[src/rtl/spi_pkg.sv]
// -----------------------------------------------------------------------------
// spi_pkg
// Shared types and helpers for the framed SPI slave.
//   spi_state_t    : IDLE / ACTIVE state encoding of the frame FSM
//   frame_w()      : frame width in bits (WORD_W * WORDS)
//   sample_on_rise : 1 when mosi is sampled on the rising sclk edge
// -----------------------------------------------------------------------------
package spi_pkg;

  typedef enum logic {
    IDLE   = 1'b0,
    ACTIVE = 1'b1
  } spi_state_t;

  function automatic int frame_w(input int word_w, input int words);
    return word_w * words;
  endfunction

  // The leading edge is rising for CPOL=0 and falling for CPOL=1. The sample
  // edge is the leading edge for CPHA=0 and the trailing edge for CPHA=1.
  // Together: sampling happens on the rising edge exactly when CPOL == CPHA.
  function automatic logic sample_on_rise(input logic cpol, input logic cpha);
    return ~(cpol ^ cpha);
  endfunction

endpackage

[src/rtl/spi_slave_frame_if.sv]
// -----------------------------------------------------------------------------
// spi_slave_frame_if
// Pin-side and frame-side signals of the framed SPI slave.
//   sclk, mosi, ss_n : SPI pins from the master (asynchronous to clk)
//   tx_data          : frame to transmit, captured at frame start
//   miso, miso_oe    : serial data out and its output enable
//   rx_data          : last complete frame, first word in the MSBs
//   rx_valid         : one-cycle strobe when rx_data updates
//   frame_err        : one-cycle strobe when a frame is aborted
//   busy             : slave is inside an ss_n-low window
// Modports: slave (the SPI slave) and master (whatever drives the pins).
// -----------------------------------------------------------------------------
interface spi_slave_frame_if
  import spi_pkg::*;
#(
  parameter int WORD_W = 8,
  parameter int WORDS  = 2
);
  localparam int FRAME_W = frame_w(WORD_W, WORDS);

  logic               sclk;
  logic               mosi;
  logic               ss_n;
  logic [FRAME_W-1:0] tx_data;
  logic               miso;
  logic               miso_oe;
  logic [FRAME_W-1:0] rx_data;
  logic               rx_valid;
  logic               frame_err;
  logic               busy;

  modport slave (
    input  sclk, mosi, ss_n, tx_data,
    output miso, miso_oe, rx_data, rx_valid, frame_err, busy
  );

  modport master (
    output sclk, mosi, ss_n, tx_data,
    input  miso, miso_oe, rx_data, rx_valid, frame_err, busy
  );

endinterface

[src/rtl/spi_sync_edge.sv]
// -----------------------------------------------------------------------------
// spi_sync_edge
// Multi-flop synchroniser for one asynchronous input, with edge detection
// between the last synchronised stage and one extra delay flop.
//   clk, reset : system clock, asynchronous active-high reset
//   d_i        : asynchronous input
//   q_o        : synchronised level
//   rise_o     : one-cycle pulse on a synchronised 0->1 transition
//   fall_o     : one-cycle pulse on a synchronised 1->0 transition
// RESET_VAL should match the idle level of the input so that leaving reset
// does not fabricate an edge.
// -----------------------------------------------------------------------------
module spi_sync_edge #(
  parameter int   SYNC_STAGES = 2,
  parameter logic RESET_VAL   = 1'b0
) (
  input  logic clk,
  input  logic reset,
  input  logic d_i,
  output logic q_o,
  output logic rise_o,
  output logic fall_o
);

  logic [SYNC_STAGES-1:0] sync_q;
  logic                   dly_q;

  always_ff @(posedge clk or posedge reset) begin
    if (reset) begin
      sync_q <= {SYNC_STAGES{RESET_VAL}};
      dly_q  <= RESET_VAL;
    end else begin
      sync_q <= {sync_q[SYNC_STAGES-2:0], d_i};
      dly_q  <= sync_q[SYNC_STAGES-1];
    end
  end

  assign q_o    = sync_q[SYNC_STAGES-1];
  assign rise_o = sync_q[SYNC_STAGES-1] & ~dly_q;
  assign fall_o = ~sync_q[SYNC_STAGES-1] & dly_q;

endmodule

[src/rtl/spi_slave_frame.sv]
// -----------------------------------------------------------------------------
// spi_slave_frame
// Full-duplex SPI slave for any CPOL/CPHA, assembling WORDS words of WORD_W
// bits into one frame. sclk/mosi/ss_n are synchronised into clk, so sclk must
// stay at or below f_clk/8.
//   clk   : system clock
//   reset : asynchronous active-high reset
//   bus   : spi_slave_frame_if.slave (SPI pins, tx/rx frames, strobes, busy)
// Frames may follow each other back to back inside one ss_n-low window.
// Releasing ss_n anywhere but on a frame boundary raises frame_err and drops
// the partial frame.
// -----------------------------------------------------------------------------
module spi_slave_frame
  import spi_pkg::*;
#(
  parameter int   WORD_W      = 8,
  parameter int   WORDS       = 2,
  parameter logic CPOL        = 1'b0,
  parameter logic CPHA        = 1'b0,
  parameter int   SYNC_STAGES = 2
) (
  input  logic             clk,
  input  logic             reset,
  spi_slave_frame_if.slave bus
);

  localparam int   FRAME_W        = frame_w(WORD_W, WORDS);
  localparam int   BIT_CW         = (WORD_W > 1) ? $clog2(WORD_W) : 1;
  localparam int   WORD_CW        = (WORDS > 1) ? $clog2(WORDS) : 1;
  localparam logic SAMPLE_ON_RISE = sample_on_rise(CPOL, CPHA);
  localparam logic [BIT_CW-1:0]  LAST_BIT  = BIT_CW'(WORD_W - 1);
  localparam logic [WORD_CW-1:0] LAST_WORD = WORD_CW'(WORDS - 1);

  // Index 0 = sclk, 1 = mosi, 2 = ss_n. Reset values equal the idle levels.
  localparam logic [2:0] SYNC_RST = {1'b1, 1'b0, CPOL};

  logic [2:0] pin_in;
  logic [2:0] pin_s;
  logic [2:0] pin_rise;
  logic [2:0] pin_fall;

  assign pin_in = {bus.ss_n, bus.mosi, bus.sclk};

  for (genvar gi = 0; gi < 3; gi++) begin : g_sync
    spi_sync_edge #(
      .SYNC_STAGES (SYNC_STAGES),
      .RESET_VAL   (SYNC_RST[gi])
    ) u_sync (
      .clk    (clk),
      .reset  (reset),
      .d_i    (pin_in[gi]),
      .q_o    (pin_s[gi]),
      .rise_o (pin_rise[gi]),
      .fall_o (pin_fall[gi])
    );
  end

  logic mosi_s;
  logic sample_edge;
  logic shift_edge;
  logic ss_fall;
  logic ss_rise;

  assign mosi_s      = pin_s[1];
  assign sample_edge = SAMPLE_ON_RISE ? pin_rise[0] : pin_fall[0];
  assign shift_edge  = SAMPLE_ON_RISE ? pin_fall[0] : pin_rise[0];
  assign ss_fall     = pin_fall[2];
  assign ss_rise     = pin_rise[2];

  spi_state_t          state_q, state_d;
  logic [FRAME_W-1:0]  tx_sr_q, tx_sr_d;
  logic [FRAME_W-1:0]  rx_sr_q, rx_sr_d;
  logic [BIT_CW-1:0]   bit_cnt_q, bit_cnt_d;
  logic [WORD_CW-1:0]  word_cnt_q, word_cnt_d;
  logic                miso_q, miso_d;
  logic [FRAME_W-1:0]  rx_data_q, rx_data_d;
  logic                rx_valid_q, rx_valid_d;
  logic                frame_err_q, frame_err_d;
  // done: last bit of a frame was sampled last cycle; hand the frame over now.
  logic                done_q, done_d;
  // skip: CPHA=0 only; the shift edge right after a frame's final sample
  // presents the reloaded MSB instead of shifting it away.
  logic                skip_q, skip_d;

  logic [FRAME_W:0]    rx_shift;
  logic [FRAME_W-1:0]  tx_shift;

  assign rx_shift = {rx_sr_q, mosi_s};
  assign tx_shift = tx_sr_q << 1;

  always_ff @(posedge clk or posedge reset) begin
    if (reset) begin
      state_q     <= IDLE;
      tx_sr_q     <= '0;
      rx_sr_q     <= '0;
      bit_cnt_q   <= '0;
      word_cnt_q  <= '0;
      miso_q      <= 1'b0;
      rx_data_q   <= '0;
      rx_valid_q  <= 1'b0;
      frame_err_q <= 1'b0;
      done_q      <= 1'b0;
      skip_q      <= 1'b0;
    end else begin
      state_q     <= state_d;
      tx_sr_q     <= tx_sr_d;
      rx_sr_q     <= rx_sr_d;
      bit_cnt_q   <= bit_cnt_d;
      word_cnt_q  <= word_cnt_d;
      miso_q      <= miso_d;
      rx_data_q   <= rx_data_d;
      rx_valid_q  <= rx_valid_d;
      frame_err_q <= frame_err_d;
      done_q      <= done_d;
      skip_q      <= skip_d;
    end
  end

  always_comb begin
    state_d     = state_q;
    tx_sr_d     = tx_sr_q;
    rx_sr_d     = rx_sr_q;
    bit_cnt_d   = bit_cnt_q;
    word_cnt_d  = word_cnt_q;
    miso_d      = miso_q;
    rx_data_d   = rx_data_q;
    rx_valid_d  = 1'b0;
    frame_err_d = 1'b0;
    done_d      = 1'b0;
    skip_d      = skip_q;

    case (state_q)
      IDLE: begin
        if (ss_fall) begin
          state_d    = ACTIVE;
          tx_sr_d    = bus.tx_data;
          bit_cnt_d  = '0;
          word_cnt_d = '0;
          skip_d     = 1'b0;
          // CPHA=0: the first bit must be on miso before the first edge.
          if (!CPHA) miso_d = bus.tx_data[FRAME_W-1];
        end
      end

      ACTIVE: begin
        if (done_q) begin
          rx_data_d  = rx_sr_q;
          rx_valid_d = 1'b1;
          tx_sr_d    = bus.tx_data;
          skip_d     = !CPHA;
        end

        // ss_n release wins over a coincident sclk edge.
        if (ss_rise) begin
          state_d = IDLE;
          if ((bit_cnt_q != '0) || (word_cnt_q != '0)) frame_err_d = 1'b1;
        end else if (sample_edge) begin
          rx_sr_d = rx_shift[FRAME_W-1:0];
          if (bit_cnt_q == LAST_BIT) begin
            bit_cnt_d = '0;
            if (word_cnt_q == LAST_WORD) begin
              word_cnt_d = '0;
              done_d     = 1'b1;
            end else begin
              word_cnt_d = word_cnt_q + WORD_CW'(1);
            end
          end else begin
            bit_cnt_d = bit_cnt_q + BIT_CW'(1);
          end
        end else if (shift_edge) begin
          if (skip_q) begin
            skip_d = 1'b0;
            miso_d = tx_sr_q[FRAME_W-1];
          end else if (CPHA) begin
            // CPHA=1: present the current MSB, then move on to the next bit.
            miso_d  = tx_sr_q[FRAME_W-1];
            tx_sr_d = tx_shift;
          end else begin
            // CPHA=0: the MSB is already out; present the next bit.
            tx_sr_d = tx_shift;
            miso_d  = tx_shift[FRAME_W-1];
          end
        end
      end

      default: state_d = IDLE;
    endcase
  end

  assign bus.miso      = miso_q;
  assign bus.miso_oe   = (state_q == ACTIVE);
  assign bus.busy      = (state_q == ACTIVE);
  assign bus.rx_data   = rx_data_q;
  assign bus.rx_valid  = rx_valid_q;
  assign bus.frame_err = frame_err_q;

  logic unused_sync;
  assign unused_sync = ^{pin_s[0], pin_s[2], pin_rise[1], pin_fall[1], rx_shift[FRAME_W]};

endmodule

[src/flat_wrapper.sv]
// flat-port wrapper written by rule: the top's interface ports become plain ports
module spi_slave_frame_flat import spi_pkg::*;
#(
  parameter int   WORD_W      = 8,
  parameter int   WORDS       = 2,
  parameter logic CPOL        = 1'b0,
  parameter logic CPHA        = 1'b0,
  parameter int   SYNC_STAGES = 2
)
  (clk, reset, bus_sclk, bus_mosi, bus_ss_n, bus_tx_data, bus_miso, bus_miso_oe, bus_rx_data, bus_rx_valid, bus_frame_err, bus_busy);
  spi_slave_frame_if #(.WORD_W(WORD_W), .WORDS(WORDS)) bus_i ();
  input  logic clk;
  input  logic reset;
  input wire logic [$bits(bus_i.sclk)-1:0] bus_sclk;
  input wire logic [$bits(bus_i.mosi)-1:0] bus_mosi;
  input wire logic [$bits(bus_i.ss_n)-1:0] bus_ss_n;
  input wire logic [$bits(bus_i.tx_data)-1:0] bus_tx_data;
  output wire logic [$bits(bus_i.miso)-1:0] bus_miso;
  output wire logic [$bits(bus_i.miso_oe)-1:0] bus_miso_oe;
  output wire logic [$bits(bus_i.rx_data)-1:0] bus_rx_data;
  output wire logic [$bits(bus_i.rx_valid)-1:0] bus_rx_valid;
  output wire logic [$bits(bus_i.frame_err)-1:0] bus_frame_err;
  output wire logic [$bits(bus_i.busy)-1:0] bus_busy;
  assign bus_i.sclk = bus_sclk;
  assign bus_i.mosi = bus_mosi;
  assign bus_i.ss_n = bus_ss_n;
  assign bus_i.tx_data = bus_tx_data;
  assign bus_miso = bus_i.miso;
  assign bus_miso_oe = bus_i.miso_oe;
  assign bus_rx_data = bus_i.rx_data;
  assign bus_rx_valid = bus_i.rx_valid;
  assign bus_frame_err = bus_i.frame_err;
  assign bus_busy = bus_i.busy;
  spi_slave_frame #(.WORD_W(WORD_W), .WORDS(WORDS), .CPOL(CPOL), .CPHA(CPHA), .SYNC_STAGES(SYNC_STAGES)) u_core (.clk(clk), .reset(reset), .bus(bus_i));
endmodule
[config.mk]
export PLATFORM = sky130hd
export DESIGN_NAME = spi_slave_frame_flat
export DESIGN_NICKNAME = d
export VERILOG_FILES = /design/src/rtl/spi_pkg.sv /design/src/rtl/spi_slave_frame_if.sv /design/src/rtl/spi_sync_edge.sv /design/src/rtl/spi_slave_frame.sv /design/src/flat_wrapper.sv
export SDC_FILE = /design/constraint.sdc
export NUM_CORES = 1
export LEC_CHECK = 0
export ABC_AREA = 1
export ABC_CLOCK_PERIOD_IN_PS = 3650
export CAP_MARGIN = 20
export CORE_MARGIN = 1
export CORE_UTILIZATION = 58
export CTS_CLUSTER_SIZE = 40
export DETAILED_ROUTE_END_ITERATION = 6
export PLACE_DENSITY = 0.94
export SYNTH_ARGS = -nofsm -noshare
export SYNTH_HDL_FRONTEND = slang
export SYNTH_SLANG_ARGS = --single-unit
export TNS_END_PERCENT = 30
[constraint.sdc]
create_clock -name clk -period 3.65 [get_ports clk]
set_input_delay 0.73 -clock clk [delete_from_list [all_inputs] [get_ports clk]]
set_output_delay 0.73 -clock clk [all_outputs]
set_load 0.05 [all_outputs]
==> results.yml, run 1 <==
run_status:
  status: "finished, final reports clean"
place:
  io_buffer_count: 41
  dpl_cell_area_sq_mm: 0.00346
  dp_hpwl_mm: 4.27
  globalplace.congestion: 0.813
  post-place-ws_ns: 1.65
routing:
  first_pass_iters: 4
  vias: 2554
  final_antenna_net_count: 0
  drc: 0
  drtIter0Drc: 171
  wire_per_inst_um: 13.8
  viasPerCell: 5.42
  drt-total-wl_mm: 6.48
finish:
  final.fill_count: 323
  fin_nets: 423
  drive_above_1_share: 0.0693
  multi_input_area_sq_mm: 0.00109
  ff_latch_area_sq_mm: 0.00166
  postLayoutCellArea_sq_mm: 0.00367
  diodes: 0
  synthToLayoutAreaGrowth_pct: 21.1
synth:
  synth_nets: 383
  yosys_warnings: 0
  synth.avg_cell_area_sq_um: 8.44
  syn_inst: 359
  synth.distinct_cells: 28
  ys_seq_area_frac: 0.546
  synth_seq_cells: 66
  synth_area_sq_mm: 0.00303
timing:
  finalMaxSlewViolations: 0
  hold_ws_ns: 0.351
  min_period_ns: 2.27
  setup_ws_ns: 1.38
  clock_skew_ns: 0.00850
  hold_viol: 0
  fmax_ghz: 0.440
  post-route-period-util: 0.623
  grt_setup_unrepaired: "false"
  slew_headroom: 0.435
  finalSetupViolations: 0
  worst_pin_slew_ns: 0.845
  tns_ns: 0
global_route:
  grt_first_pass_wirelength_mm: 10.5
  track_usage: 0.258
  grt_pass1_vias: 2419
  grt_max_degree: 40
  grt_overflow: 0
  antenna_found_initial: 0
pwr:
  peakVddDrop_mv: 0.433
  cellPowerDensity_mw_per_mm2: 565
  p_leak_nw: 1.72
  finalPower_mw: 2.07
die:
  die_y_um: 74.3
  die_width_um: 74.3
  io-pin-count: 42
  coreArea_sq_mm: 0.00488
  die-area_sq_mm: 0.00552
  placementRows: 25
  initial_core_util: 0.621
hold_path:
  min_path_type: "flip-flop to flip-flop"
  hold_path_depth: 0
  hp-start: "u_core.g_sync[1].u_sync.sync_q[0]$_DFF_PP0_"
  hold_end: "u_core.g_sync[1].u_sync.sync_q[1]$_DFF_PP0_"
setup_path:
  crit_fanout: 2
  reg2reg_depth: 6
  worstReg2RegStart: "u_core.g_sync[2].u_sync.dly_q$_DFF_PP1_"
  critPathSlowestCell: "clkdlybuf4s50_1"
  cp_top_family: "buffers and inverters"
  crit_type: "flip-flop to output pin"
  cpPeakStageDelay_ns: 0.83
  r2r_end: "u_core.bit_cnt_q[1]$_DFFE_PP0P_"
  reg2reg_slack_ns: 1.68
  cp_data_arrival_time_ns: 1.54
  critPathLaunchType: "flip-flop"
  required_ns: 2.92
  timing.critical_path.cells: "clkdlybuf4s50_1"
  endpoint_kind: "output pin"
  cp.buffers_inverters: 1
clock_network:
  cts_buffers: 9
  cts_tree: "done"
  clock_latency_ns: 0.34
  ctsLongestPathBuffers: 2
  cts_setup_buffers: 0
  root_buffer: "clkbuf_8"
  cts_resized: 0
  clkTransAtPathRegs_ns: 0.07
  htreeDepth: 3
  cts_hold_buf: 0
  cts_sinks: 66
flow_run:
  drv_cap: 0
-- stage by stage --
stage	util	std cells
global route	0.752	471
finish	0.752	471
detailed placement	0.709	455
global placement	0.709	455
CTS	0.752	471
floorplan	-	359
-- cell type report --
type | count | share of cell area
sequential | 66 | 0.451
inverter | 52 | 0.0532
clock buffer | 11 | 0.0358
timing repair buffer | 45 | 0.120
tap | 67 | 0.0228
clock inverter | 5 | 0.0215
multi-input combinational | 225 | 0.296
-- cell usage after synthesis (all sizes together) --
cell | n | area share
a31oi | 1 | 0.0021
nor2 | 20 | 0.027
o21ai | 55 | 0.091
clkbuf | 5 | 0.0062
nand4 | 7 | 0.017
ha | 3 | 0.012
a311oi | 1 | 0.0029
dfstp | 3 | 0.026
inv | 52 | 0.064
dfrtp | 63 | 0.52
and2 | 4 | 0.0083
nand2 | 91 | 0.11
nand3 | 12 | 0.024
o21a | 2 | 0.0050
a21oi | 18 | 0.030
buf | 11 | 0.025
o211ai | 9 | 0.022
nor3 | 1 | 0.0016
nor4 | 1 | 0.0021
-- sequential cells by signal, indices dropped and copies added, names as in the netlist --
name / count
u_core.bus.busy: 1
u_core.bit_cnt_q: 3
u_core.bus.frame_err: 1
u_core.g_sync.u_sync.dly_q: 2
u_core.word_cnt_q: 1
u_core.skip_q: 1
u_core.bus.miso: 1
u_core.tx_sr_q: 16
u_core.done_q: 1
u_core.bus.rx_data: 16
u_core.rx_sr_q: 16
u_core.g_sync.u_sync.sync_q: 6
u_core.bus.rx_valid: 1
-- worst register-to-register path, cell delays in order (launching register included) --
cell and delay (ns):
dfstp_2 0.54, inv_1 0.06, nand2_2 0.18, nand4_2 0.55
nand2_1 0.35, nand4_1 0.14, nand2_1 0.09
-- cells by family after synthesis --
| kind of cell | after synthesis | synth area share |
|---|---|---|
| AO/OA/AOI/OAI | 86 | 0.153 |
| adder cells (fa/ha/maj) | 3 | 0.0124 |
| AND/OR/NAND/NOR | 136 | 0.193 |
| flip-flops | 66 | 0.546 |
| buffers and inverters | 68 | 0.0957 |
-- report_power, final --
part	internal (mW)	total (mW)	switching, mW
registers	0.854	0.924	0.0709
logic	0.179	0.493	0.313
clock network	0.384	0.656	0.272
-- worst max-delay path by stage --
| stage | start | end | slack (ns) | cells past startpoint |
|---|---|---|---|---|
| floorplan | reset | u_core.bit_cnt_q[0]$_DFFE_PP0P_ | 1.27 | 1 |
| global placement | reset | u_core.bus.rx_data[4]$_DFFE_PP0P_ | 1.68 | 3 |
| detailed placement | reset | u_core.bus.rx_data[1]$_DFFE_PP0P_ | 1.65 | 3 |
| CTS | u_core.bus.rx_data[1]$_DFFE_PP0P_ | bus_rx_data[1] | 1.39 | 1 |
| global route | u_core.bus.rx_data[1]$_DFFE_PP0P_ | bus_rx_data[1] | 1.37 | 1 |
| finish | u_core.bus.rx_data[1]$_DFFE_PP0P_ | bus_rx_data[1] | 1.38 | 1 |
-- cells in the final DEF, fill, tap and decap left out --
master / netlist / layout
nand3_4: 1 / 1
buf_4: 1 / 4
o21a_1: 2 / 2
and2_1: 2 / 2
nand3_1: 11 / 11
o21ai_1: 2 / 2
clkinv_4: 0 / 1
clkdlybuf4s50_1: 0 / 41
clkinv_2: 0 / 2
a311oi_1: 1 / 1
clkbuf_8: 0 / 9
a31oi_1: 1 / 1
nand2_2: 1 / 1
ha_1: 3 / 3
inv_2: 2 / 3
nor3_1: 1 / 1
dfrtp_1: 63 / 63
clkbuf_1: 5 / 2
nand4_2: 1 / 1
nor2_1: 19 / 19
a21oi_1: 18 / 18
nand4_1: 6 / 6
o211ai_1: 9 / 9
nand2_1: 90 / 90
nor2_4: 1 / 1
o21ai_0: 53 / 53
dfstp_2: 3 / 3
and2_0: 2 / 2
nor4_1: 1 / 1
inv_1: 50 / 49
bufinv_16: 0 / 2
-- routing by layer --
metal / global-route usage / vias to the layer above / share of wire
met1: 0.329 / 1200 / 0.44
li1: - / 1240 / -
met4: 0.136 / 0 / 0.029
met2: 0.421 / 91 / 0.48
met5: 0 / - / 0
met3: 0.0515 / 23 / 0.054
Note: power is estimated with default switching activity, not from simulation.
==> run 2: changes to the inputs <==
--- a/config.mk
+++ b/config.mk
@@ -6,13 +6,13 @@
 export NUM_CORES = 1
 export LEC_CHECK = 0
 export ABC_AREA = 1
-export ABC_CLOCK_PERIOD_IN_PS = 3650
+export ABC_CLOCK_PERIOD_IN_PS = 2000
 export CAP_MARGIN = 20
 export CORE_MARGIN = 1
-export CORE_UTILIZATION = 58
+export CORE_UTILIZATION = 49
 export CTS_CLUSTER_SIZE = 40
 export DETAILED_ROUTE_END_ITERATION = 6
-export PLACE_DENSITY = 0.94
+export PLACE_DENSITY = 0.86
 export SYNTH_ARGS = -nofsm -noshare
 export SYNTH_HDL_FRONTEND = slang
 export SYNTH_SLANG_ARGS = --single-unit
==> constraint.sdc (replaced) <==
create_clock -name clk -period 2 [get_ports clk]
set_input_delay 0.4 -clock clk [delete_from_list [all_inputs] [get_ports clk]]
set_output_delay 0.4 -clock clk [all_outputs]
set_load 0.05 [all_outputs]
==> results.yml, run 2 (synthesis results as in run 1) <==
setup_path:
  r2r_end: "u_core.tx_sr_q[9]$_DFFE_PP0P_"
  critPathSlowestCell: "clkdlybuf4s50_1"
  critical_path.startpoint: "u_core.bus.rx_data[3]$_DFFE_PP0P_"
  critPathLaunchType: "flip-flop"
  cp_data_arrival_time_ns: 1.53
  reg2reg_depth: 6
  required_ns: 1.60
  reg2reg_slack_ns: 0.45
  endpoint: "bus_rx_data[3]"
  cp_top_family: "buffers and inverters"
  endpoint_kind: "output pin"
  crit_fanout: 2
  crit_cells: 1
  cp.buffers_inverters: 1
  cpPeakStageDelay_ns: 0.83
  timing.critical_path.cells: "clkdlybuf4s50_1"
  worstReg2RegStart: "u_core.g_sync[2].u_sync.sync_q[1]$_DFF_PP1_"
  crit_type: "flip-flop to output pin"
clock_network:
  cts_hold_buf: 0
  cts_setup_buffers: 0
  clock_latency_ns: 0.34
  cts_resized: 0
  cts_sinks: 66
  ctsLongestPathBuffers: 2
  clkTransAtPathRegs_ns: 0.07
  htreeDepth: 3
  root_buffer: "clkbuf_8"
  cts_buffers: 9
  cts_tree: "done"
pwr:
  peakVddDrop_mv: 0.567
  p_leak_nw: 1.73
  cellPowerDensity_mw_per_mm2: 1000
timing:
  min_period_ns: 1.93
  slew_headroom: 0.649
  clock_skew_ns: 0.00866
  fmax_ghz: 0.518
  post-route-period-util: 0.965
  hold_ws_ns: 0.355
  grt_setup_unrepaired: "false"
  setup_ws_ns: 0.0701
  tns_ns: 0
  finalSetupViolations: 0
  finalMaxSlewViolations: 0
  hold_viol: 0
  worst_pin_slew_ns: 0.525
place:
  dpl_cell_area_sq_mm: 0.00352
  globalplace.congestion: 0.880
  dp_hpwl_mm: 4.21
  post-place-ws_ns: 0.421
  io_buffer_count: 41
die:
  die_width_um: 80.7
  die-area_sq_mm: 0.00651
  io-pin-count: 42
  die_y_um: 80.7
  initial_core_util: 0.509
  coreArea_sq_mm: 0.00596
  placementRows: 28
routing:
  drc: 0
  wire_per_inst_um: 12.8
  viasPerCell: 5.16
  vias: 2482
  drt-total-wl_mm: 6.17
  final_antenna_net_count: 0
  first_pass_iters: 4
  drtIter0Drc: 284
hold_path:
  min_path_type: "flip-flop to flip-flop"
  hp-start: "u_core.g_sync[0].u_sync.sync_q[0]$_DFF_PP0_"
run_status:
  status: "finished, final reports clean"
finish:
  postLayoutCellArea_sq_mm: 0.00373
  synthToLayoutAreaGrowth_pct: 22.9
  mostFrequentLayoutCell: "nand2_1"
  fin_nets: 425
  layout_common_cells: "nand2_1 (90), dfrtp_1 (63), o21ai_0 (53), inv_1 (49), clkdlybuf4s50_1 (39)"
  diodes: 0
  drive_above_1_share: 0.0813
  utilization: 0.626
global_route:
  grt_max_degree: 37
  grt_pass1_vias: 2361
  grt_overflow: 0
  track_usage: 0.214
  grt_first_pass_wirelength_mm: 10.5
  antenna_found_initial: 0
flow_run:
  drv_cap: 0
-- run 2: through the flow --
stage	power, mW	instances
CTS	3.74	481
detailed placement	2.60	465
finish	3.73	481
floorplan	2.34	359
global route	3.97	481
global placement	2.55	465
-- run 2: routing by layer --
metal | vias up | track usage | wire length (um)
li1 | 1235 | - | -
met3 | 12 | 0.0432 | 319
met1 | 1160 | 0.280 | 2760
met2 | 75 | 0.341 | 2980
met4 | 0 | 0.100 | 120
met5 | - | 0 | 0
-- run 2: cell type report --
class	count	area, sq um
clock buffer	12	155
clock inverter	4	50.0
fill	505	2230
inverter	52	199
multi-input combinational	225	1090
sequential	66	1660
tap	75	93.8
timing repair buffer	47	488
-- run 2: worst min-delay path by stage --
stage / to / slack (ns) / depth (start not counted)
global placement: u_core.g_sync[0].u_sync.sync_q[1]$_DFF_PP0_ / 0.33 / 0
global route: u_core.g_sync[0].u_sync.sync_q[1]$_DFF_PP0_ / 0.37 / 0
floorplan: u_core.g_sync[0].u_sync.sync_q[1]$_DFF_PP0_ / 0.33 / 0
detailed placement: u_core.g_sync[0].u_sync.sync_q[1]$_DFF_PP0_ / 0.34 / 0
CTS: u_core.g_sync[2].u_sync.sync_q[1]$_DFF_PP1_ / 0.36 / 0
finish: u_core.g_sync[0].u_sync.sync_q[1]$_DFF_PP0_ / 0.35 / 0
-- run 2: report_power, final --
part | total [mW] | switching (mW) | internal, mW
Sequential | 1.69 | 0.135 | 1.56
Clock | 1.14 | 0.502 | 0.642
Combinational | 0.895 | 0.548 | 0.347
==> run 3: changes to the inputs <==
--- a/config.mk
+++ b/config.mk
@@ -13,6 +13,7 @@
 export CTS_CLUSTER_SIZE = 40
 export DETAILED_ROUTE_END_ITERATION = 6
 export PLACE_DENSITY = 0.86
+export SLEW_MARGIN = 20
 export SYNTH_ARGS = -nofsm -noshare
 export SYNTH_HDL_FRONTEND = slang
 export SYNTH_SLANG_ARGS = --single-unit
==> results of run 3 <==
Same layout as run 2: the final DEF is identical, and so are final timing and power.
